## config.mk

```make
export PLATFORM = sky130hd
export DESIGN_NAME = inst_fetch_buf
export DESIGN_NICKNAME = d
export VERILOG_FILES = /design/src/rtl/inst_fetch_buf.sv
export SDC_FILE = /design/constraint.sdc
export NUM_CORES = 1
export LEC_CHECK = 0
export CAP_MARGIN = 5
export CELL_PAD_IN_SITES_DETAIL_PLACEMENT = 0
export CELL_PAD_IN_SITES_GLOBAL_PLACEMENT = 1
export CORE_MARGIN = 4
export CORE_UTILIZATION = 48
export DETAILED_ROUTE_END_ITERATION = 16
export PLACE_DENSITY_LB_ADDON = 0.25
export SLEW_MARGIN = 30
export SYNTH_ARGS = -nofsm -noshare
export SYNTH_HDL_FRONTEND = slang
export SYNTH_SLANG_ARGS = --single-unit
```

## constraint.sdc

```tcl
create_clock -name clk -period 3.95 [get_ports clk]
set_input_delay 0.9875 -clock clk [delete_from_list [all_inputs] [get_ports clk]]
set_output_delay 0.9875 -clock clk [all_outputs]
set_load 0.005 [all_outputs]
```

## src/rtl/inst_fetch_buf.sv

```systemverilog
// Fetch stage: issues PCs to a synchronous instruction ROM, pairs each returned instruction with
// its PC and queues the pairs for the decode stage.
module inst_fetch_buf #(
  parameter int ADDR_W = 32,
  parameter int DATA_W = 32,
  parameter int DEPTH  = 4
) (
  input  logic              clk,
  input  logic              rst,
  input  logic [ADDR_W-1:0] i_pc,
  input  logic              i_ce,
  output logic              o_stall,
  output logic              o_rom_ce,
  output logic [ADDR_W-1:0] o_rom_addr,
  input  logic [DATA_W-1:0] i_rom_data,
  input  logic              i_flush,
  output logic              o_id_valid,
  output logic [ADDR_W-1:0] o_id_pc,
  output logic [DATA_W-1:0] o_id_inst,
  input  logic              i_id_ready
);

  localparam int PTR_W = $clog2(DEPTH);
  localparam int CNT_W = $clog2(DEPTH + 1);

  logic [ADDR_W-1:0] pc_mem   [DEPTH];
  logic [DATA_W-1:0] inst_mem [DEPTH];
  logic [PTR_W-1:0]  wr_ptr;
  logic [PTR_W-1:0]  rd_ptr;
  logic [CNT_W-1:0]  count;
  logic              inflight;
  logic [ADDR_W-1:0] req_pc;
  logic [ADDR_W-1:0] last_pc;
  logic [DATA_W-1:0] last_inst;
  logic              issue;
  logic              push;
  logic              pop;

  // Reserve a slot for every outstanding ROM read so a response can always be pushed.
  assign o_stall    = ({1'b0, count} + (CNT_W + 1)'(inflight)) >= (CNT_W + 1)'(DEPTH);
  assign issue      = i_ce & ~o_stall & ~i_flush;
  assign o_rom_ce   = issue;
  assign o_rom_addr = i_pc;

  // Decode handshake: an entry transfers on a rising edge where o_id_valid & i_id_ready;
  // o_id_valid never depends on i_id_ready and the head is stable until it transfers.
  assign o_id_valid = (count != '0);
  assign push       = inflight & ~i_flush;
  assign pop        = o_id_valid & i_id_ready & ~i_flush;
  assign o_id_pc    = o_id_valid ? pc_mem[rd_ptr]   : last_pc;
  assign o_id_inst  = o_id_valid ? inst_mem[rd_ptr] : last_inst;

  always_ff @(posedge clk or posedge rst) begin
    if (rst) begin
      wr_ptr    <= '0;
      rd_ptr    <= '0;
      count     <= '0;
      inflight  <= 1'b0;
      req_pc    <= '0;
      last_pc   <= '0;
      last_inst <= '0;
    end else begin
      inflight <= issue;
      if (issue) req_pc <= i_pc;
      // Remember the head being shown so the outputs hold it once the queue empties.
      if (o_id_valid) begin
        last_pc   <= pc_mem[rd_ptr];
        last_inst <= inst_mem[rd_ptr];
      end
      if (i_flush) begin
        wr_ptr <= '0;
        rd_ptr <= '0;
        count  <= '0;
      end else begin
        if (push) wr_ptr <= wr_ptr + PTR_W'(1);
        if (pop)  rd_ptr <= rd_ptr + PTR_W'(1);
        count <= count + CNT_W'(push) - CNT_W'(pop);
      end
    end
  end

  always_ff @(posedge clk) begin
    if (push) begin
      pc_mem[wr_ptr]   <= req_pc;
      inst_mem[wr_ptr] <= i_rom_data;
    end
  end

  a_no_overflow : assert property (@(posedge clk) disable iff (rst)
    !(push && count == CNT_W'(DEPTH)))
    else $error("inst_fetch_buf: push into full queue");

endmodule

```

==> results.toml, run 1 <==
[run_status]
status = "completed"

[timing]
fin_crit_sh_pct = 95.9
worstMarginPinSlew_ns = 0.737
clock_skew_ns = 0.0154
holdWs_ns = 0.493
fin_tns_setup_ns = 0
maxSlewHeadroom_pct = 50.9
layout_setup_ws_ns = 0.163
min_period_ns = 3.79
slew_violations = 0
setup_viol = 0
finalHoldViolations = 0
max_freq_mhz = 264
rsz0062_at_grt = "no"

[routing]
routed_wl_mm = 25.6
final_antenna_net_count = 0
route.detailed.drc = 0
drt-pass1-iter-count = 4
wl_per_cell_microns = 21.3
routed-via-count = 6287
drt_iter0_drc = 322
vias_per_cell = 5.24

[clock_tree]
cts_setup_buffers = 0
cts-htree-levels = 2
cts.sinks = 360
insertion_delay_ns = 0.51
cts_resized = 0
ctsHoldBuffers = 0
clk_pin_slew_ns = 0.06
cts_tree = "done"
cts_root_buf = "clkbuf_16"
max-clock-path-buffers = 3
cts_buffers = 38

[critical_path]
endpoint_kind = "output pin"
crit_family = "multiplexers"
worstSetupPathDepth = 4
reg2reg_from = "count[1]$_DFF_PP0_"
critPathMaxStageDelay_ns = 0.71
path_buf_inv = 2
cp-start-kind = "register"
worstSetupPathType = "register to output pin"
rrSetupSlack_ns = 1.66
reg2reg_to = "req_pc[11]$_DFFE_PP0P_"
reg2reg_depth = 5
worst-path-max-fanout = 19
crit_required_ns = 2.96
crit_arrival_ns = 2.80
crit_slowest_cell = "dfrtp_4"
cp_cell_sequence = "buf_4 > mux4_2 > mux2_2 > clkdlybuf4s50_1"

[floorplanning]
rows = 61
core_sq_um = 27900
ios = 168
dieHeight_microns = 176
die_w_microns = 176
start_util_pct = 48.9
fp.dieArea_sq_um = 31100

[worst_hold_path]
hold_end = "last_inst[31]$_DFF_PP0_"
whs_path_depth = 1
min_from = "last_inst[31]$_DFF_PP0_"
min_path_type = "register to register"

[pwr]
p_leak_nw = 5.84
peakVddDrop_mv = 0.374
power-per-cell-area_nw_per_um2 = 733

[synthesis]
synth_common_cells = "edfxtp_1, dfrtp_1, mux2_2"
synth-edff-count = 256
synthesis.area_sq_um = 13600
yosysUniqueCellTypes = 30
synth_area_per_cell_sq_um = 22.0
syn_inst = 620
yosys.area.top_type = "edfxtp_1"
synth.most_common_cell = "edfxtp_1"
synth-seq-area-share_pct = 75.5
synth_top_area_share_pct = 56.4
synth.net_count = 697
yosys_most_used_dff = "edfxtp_1"
yosysWarnings = 0
synthTopCellsByArea = "edfxtp_1, dfrtp_1, mux4_2, mux2_2, buf_4"
postSynth.asyncResetShare_pct = 28.9
ys_seq_elements = 360

[cells_and_area]
drive_gt1_share_pct = 29.9
area_delta_synth_final_pct = 23.8
antenna_cells = 0
nets = 869
fin_cells = 1200

[global_route]
track_usage_pct = 16.9
grt_pass1_vias = 7102
grt_pass1_wl_mm = 40.3
grt_max_degree = 49
antenna_found_initial = 1
grt_remaining_overflow = 0

[placement]
io_buffers = 167
place_inst = 1130
place_hpwl_mm = 15.5
place_ws_ns = 0.321
gp_congestion = 0.744

[run]
cap_viol_max_count = 0
-- metrics by stage --
stage	total power [mW]	cell area, sq um	util, %
final	12.4	16900	60.5
after global routing	13.0	16900	60.5
after CTS	12.6	16900	60.5
after detailed placement	9.05	15600	56.1
after global placement	8.94	15600	56.1
after floorplan	7.16	13600	-
-- per-layer routing --
metal,GRT usage (%),vias to the layer above,wire (microns)
li1,-,2773,-
met1,22.2,3308,10900
met2,29.0,174,13000
met3,3.47,30,1250
met4,4.32,2,402
met5,0,-,8
-- registers in the layout (all words and copies together) (netlist names) --
register,count
wr_ptr,2
inst_mem,128
pc_mem,128
inflight,1
rd_ptr,2
req_pc,32
last_inst,32
last_pc,32
count,3
-- placed cells by master, fill, tap and decap left out, drive strengths merged, types with 2 or more instances in the layout --
cell	count
xor2	2
and2	4
buf	23
edfxtp	256
clkbuf	58
mux4	64
nor2b	2
xnor2	2
clkdlybuf4s50	167
clkinv	9
bufinv	3
mux2	96
nor2	7
ha	7
inv	6
dfrtp	104
-- where the power goes --
| part | internal, mW | total, mW | switching, mW |
|---|---|---|---|
| combinational | 2.38 | 3.76 | 1.38 |
| sequential | 4.78 | 5.13 | 0.346 |
| clock | 2.14 | 3.48 | 1.34 |
| total | 9.30 | 12.4 | 3.07 |
-- cell families (layout without fill, tap and decap cells) --
logic type	count (synthesis)	count (layout)	share of synthesized area, %
AO/OA/AOI/OAI	5	5	0.404
flip-flops	360	360	75.5
multiplexers	161	161	18.9
AND/OR/NAND/NOR	18	18	0.744
adder cells (fa/ha/maj)	8	8	0.790
XOR/XNOR	4	4	0.257
buffers and inverters	64	266	3.43
-- layout make-up --
cell class,count,area (sq um)
inverter,6,25.0
fill,2004,11000
timing repair buffer,190,1940
multi-input combinational,196,2880
clock inverter,12,134
clock buffer,58,1110
sequential,360,10300
tap,378,473
-- worst max-delay path by stage --
stage	start	end	slack (ns)
after floorplan	rst	count[0]$_DFF_PP0_	0.23
after global placement	i_ce	o_rom_ce	0.32
after detailed placement	i_ce	o_rom_ce	0.32
after CTS	rd_ptr[0]$_DFFE_PP0P_	o_id_pc[18]	0.09
after global routing	rd_ptr[0]$_DFFE_PP0P_	o_id_pc[18]	0.008
final	rd_ptr[0]$_DFFE_PP0P_	o_id_pc[18]	0.16
Note: power is estimated with default switching activity, not from simulation.
==> run 2: changes to the inputs <==
--- a/config.mk
+++ b/config.mk
@@ -10,6 +10,7 @@
 export CELL_PAD_IN_SITES_GLOBAL_PLACEMENT = 1
 export CORE_MARGIN = 4
 export CORE_UTILIZATION = 48
+export CTS_CLUSTER_DIAMETER = 60
 export DETAILED_ROUTE_END_ITERATION = 16
 export PLACE_DENSITY_LB_ADDON = 0.25
 export SLEW_MARGIN = 30
==> results.toml, run 2 (synthesis results as in run 1) <==
[routing]
drt-pass1-iter-count = 4
routed-via-count = 6312
routed_wl_mm = 25.6
route.detailed.drc = 0
drt_iter0_drc = 313
wl_per_cell_microns = 21.3
vias_per_cell = 5.26
final_antenna_net_count = 0

[cells_and_area]
antenna_cells = 0
drive_gt1_share_pct = 30.2
multiInputGateArea_sq_um = 2880
nets = 869
final_cell_mix = "edfxtp_1, clkdlybuf4s50_1, dfrtp_1"
num-fill-cells = 2002
layout_commonest_cell = "edfxtp_1"
fin_area_sq_um = 16900
regArea_sq_um = 10300
utilization_pct = 60.6
largestRegisters = "inst_mem: 128 flops, pc_mem: 128 flops"
fin_cells = 1200
area_delta_synth_final_pct = 23.9

[clock_tree]
insertion_delay_ns = 0.52
cts_resized = 0
cts_root_buf = "clkbuf_16"
cts_buffers = 38
cts_tree = "done"
clk_pin_slew_ns = 0.06
max-clock-path-buffers = 3
cts_setup_buffers = 0
ctsHoldBuffers = 0
cts.sinks = 360
cts-htree-levels = 2

[critical_path]
crit_required_ns = 2.96
critPathMaxStageDelay_ns = 0.71
cp-start-kind = "register"
reg2reg_to = "req_pc[11]$_DFFE_PP0P_"
endpoint_kind = "output pin"
crit_slowest_cell = "dfrtp_4"
worstSetupPathType = "register to output pin"
worstSetupStartpoint = "rd_ptr[0]$_DFFE_PP0P_"
reg2reg_from = "count[1]$_DFF_PP0_"
crit_arrival_ns = 2.80
rrSetupSlack_ns = 1.66
reg2reg_depth = 5
cp_cell_sequence = "buf_4 > mux4_2 > mux2_2 > clkdlybuf4s50_1"
worst-path-max-fanout = 19

[timing]
rsz0062_at_grt = "no"
finalHoldViolations = 0
max_freq_mhz = 264
setup_viol = 0
fin_crit_sh_pct = 95.9
min_period_ns = 3.79
worstMarginPinSlew_ns = 0.735
fin_tns_setup_ns = 0
maxSlewHeadroom_pct = 51.0
clock_skew_ns = 0.0191
slew_violations = 0

[global_route]
grt_remaining_overflow = 0
track_usage_pct = 16.9
antenna_found_initial = 1
grt_pass1_vias = 7092
grt_pass1_wl_mm = 40.3
grt_max_degree = 49

[pwr]
peakVddDrop_mv = 0.373
power-per-cell-area_nw_per_um2 = 734
finalPower_mw = 12.4
p_leak_nw = 5.85

[floorplanning]
ios = 168
start_util_pct = 48.9
fp.dieArea_sq_um = 31100
core_sq_um = 27900
rows = 61
dieHeight_microns = 176
die_w_microns = 176

[placement]
placed_area_sq_um = 15600
io_buffers = 167
place_hpwl_mm = 15.5
gp_congestion = 0.744
place_inst = 1130

[worst_hold_path]
min_path_type = "register to register"
hold_end = "last_inst[31]$_DFF_PP0_"
min_from = "last_inst[31]$_DFF_PP0_"
whs_path_depth = 1

[run]
cap_viol_max_count = 0

[run_status]
status = "completed"
run 2: cell types whose count changed in the layout (fill, tap and decap cells not counted):
| cell | previous run | this run |
|---|---|---|
| clkbuf_1 | 15 | 13 |
| clkinv_4 | 0 | 1 |
| clkbuf_8 | 2 | 3 |
run 2: metrics by stage:
step | setup slack [ns] | hold WS (ns)
2_1_floorplan | 0.230 | 0.469
3_3_place_gp | 0.322 | 0.480
3_5_place_dp | 0.321 | 0.486
4_1_cts | 0.0933 | 0.500
5_1_grt | 0.00544 | 0.509
6_report | 0.160 | 0.494
run 2: cell type report:
cell class / instances / share of cell area (%)
tap: 378 / 2.80
inverter: 6 / 0.148
timing repair buffer: 190 / 11.5
clock inverter: 13 / 0.845
clock buffer: 57 / 6.61
sequential: 360 / 61.0
multi-input combinational: 196 / 17.1
run 2: critical path: cells and delay by family, from the launching register on:
family                 cells  cell delay (ns)
buffers and inverters      2             0.74
flip-flops                 1             0.71
multiplexers               2             0.83
run 2: layer usage:
| layer | track usage (%) | part of all wire (%) |
|---|---|---|
| met4 | 4.16 | 1.5 |
| met2 | 29.0 | 51 |
| met3 | 3.55 | 5.5 |
| met5 | 0 | 0.031 |
| met1 | 22.3 | 42 |
run 2: power breakdown:
group / internal, mW / switching (mW) / leakage, nW / total (mW)
sequential: 4.78 / 0.346 / 3.54 / 5.13
clock: 2.15 / 1.35 / 0.622 / 3.50
combinational: 2.38 / 1.39 / 1.69 / 3.76
total: 9.31 / 3.08 / 5.85 / 12.4
run 2: how the worst max path moves through the flow:
stage / end / slack [ns]
final: o_id_pc[18] / 0.16
after global routing: o_id_pc[18] / 0.005
after CTS: o_id_pc[18] / 0.09
after detailed placement: o_rom_ce / 0.32
after global placement: o_rom_ce / 0.32
after floorplan: count[0]$_DFF_PP0_ / 0.23
==> run 3: changes to the inputs <==
==> constraint.sdc (replaced) <==
create_clock -name clk -period 3.95 [get_ports clk]
set_input_delay 0.9875 -clock clk [delete_from_list [all_inputs] [get_ports clk]]
set_output_delay 0.9875 -clock clk [all_outputs]
set_load 0.1 [all_outputs]
==> results.toml, run 3 (synthesis results as in run 1) <==
[run_status]
status = "completed"

[clock_tree]
cts_tree = "done"
cts_root_buf = "clkbuf_16"
cts_buffers = 38
ctsHoldBuffers = 0
max-clock-path-buffers = 3
cts_resized = 0
cts.sinks = 360
cts-htree-levels = 2
clk_pin_slew_ns = 0.06
cts_setup_buffers = 0
insertion_delay_ns = 0.51

[critical_path]
cp-start-kind = "register"
cp_cell_sequence = "or3_4 > buf_12 > mux2_2 > buf_4"
worst-path-max-fanout = 37
path_buf_inv = 2
crit_family = "buffers and inverters"
endpoint_kind = "output pin"
critPathMaxStageDelay_ns = 0.54
worstSetupPathType = "register to output pin"
crit_required_ns = 2.96
crit_slowest_cell = "or3_4"
crit_arrival_ns = 2.54

[routing]
wl_per_cell_microns = 21.0
routed-via-count = 6258
drt_iter0_drc = 349
final_antenna_net_count = 0
vias_per_cell = 5.24
route.detailed.drc = 0
drt-pass1-iter-count = 5
routed_wl_mm = 25.1

[timing]
finalHoldViolations = 0
slew_violations = 0
fin_crit_sh_pct = 89.4
clock_skew_ns = 0.0100
fin_tns_setup_ns = 0
max_freq_mhz = 283
setup_viol = 0
maxSlewHeadroom_pct = 58.4
min_period_ns = 3.53
worstMarginPinSlew_ns = 0.624
rsz0062_at_grt = "no"

[global_route]
grt_pass1_wl_mm = 39.1
grt_max_degree = 70
grt_pass1_vias = 6916
track_usage_pct = 16.4
grt_remaining_overflow = 0
antenna_found_initial = 1

[cells_and_area]
antenna_cells = 0
layout_commonest_cell = "edfxtp_1"
drive_gt1_share_pct = 41.9
area_delta_synth_final_pct = 24.5
largestRegisters = "inst_mem: 128 flops, pc_mem: 128 flops"
nets = 863
final_cell_mix = "edfxtp_1, dfrtp_1, mux2_2"

[placement]
io_buffers = 167
place_hpwl_mm = 15.3
gp_congestion = 0.706

[worst_hold_path]
min_path_type = "register to register"

[floorplanning]
core_sq_um = 27900
die_w_microns = 176
rows = 61
fp.dieArea_sq_um = 31100
start_util_pct = 48.9
ios = 168
dieHeight_microns = 176

[run]
cap_viol_max_count = 0
[run 3: final cells by class]
class	instances	area, sq um
repair buffers	184	2010
flip-flops and latches	360	10300
fillers	1953	10900
well taps	378	473
clock buffers	58	1160
inverters	6	25.0
multi-input cells	196	2880
clock inverters	12	110
[run 3: worst paths after layout]
kind / slack, ns / depth (start not counted) / to / from
max: 0.42 / 4 / o_id_inst[18] / count[1]$_DFF_PP0_
max reg2reg: 1.62 / 5 / req_pc[12]$_DFFE_PP0P_ / count[1]$_DFF_PP0_
max in group asynchronous: 2.26 / 3 / rd_ptr[0]$_DFFE_PP0P_ / rst
min in group asynchronous: 0.86 / 2 / last_pc[19]$_DFF_PP0_ / rst
min reg2reg: 0.50 / 1 / last_pc[24]$_DFF_PP0_ / last_pc[24]$_DFF_PP0_
min: 0.50 / 1 / last_pc[24]$_DFF_PP0_ / last_pc[24]$_DFF_PP0_
[run 3: stage by stage]
stage               util [%]  hold slack, ns  cell area, sq um  setup WS (ns)  cells
floorplan                  -           0.469             13600          0.230    620
global route            60.9           0.509             17000          0.312   1194
CTS                     60.9           0.502             17000          0.375   1194
finish                  60.9           0.497             17000          0.418   1194
detailed placement      56.3           0.487             15700          0.472   1124
global placement        56.3           0.480             15700          0.484   1124
[run 3: routing by layer]
layer	track usage [%]	up-vias	share of wire (%)
li1	-	2765	-
met1	22.1	3281	42
met2	27.7	182	51
met3	3.49	28	5.7
met4	4.19	2	1.4
met5	0	-	0.028
Power of run 3 is not shown: default switching activity piles up to over one toggle a cycle in this logic, so the estimate is an artifact.
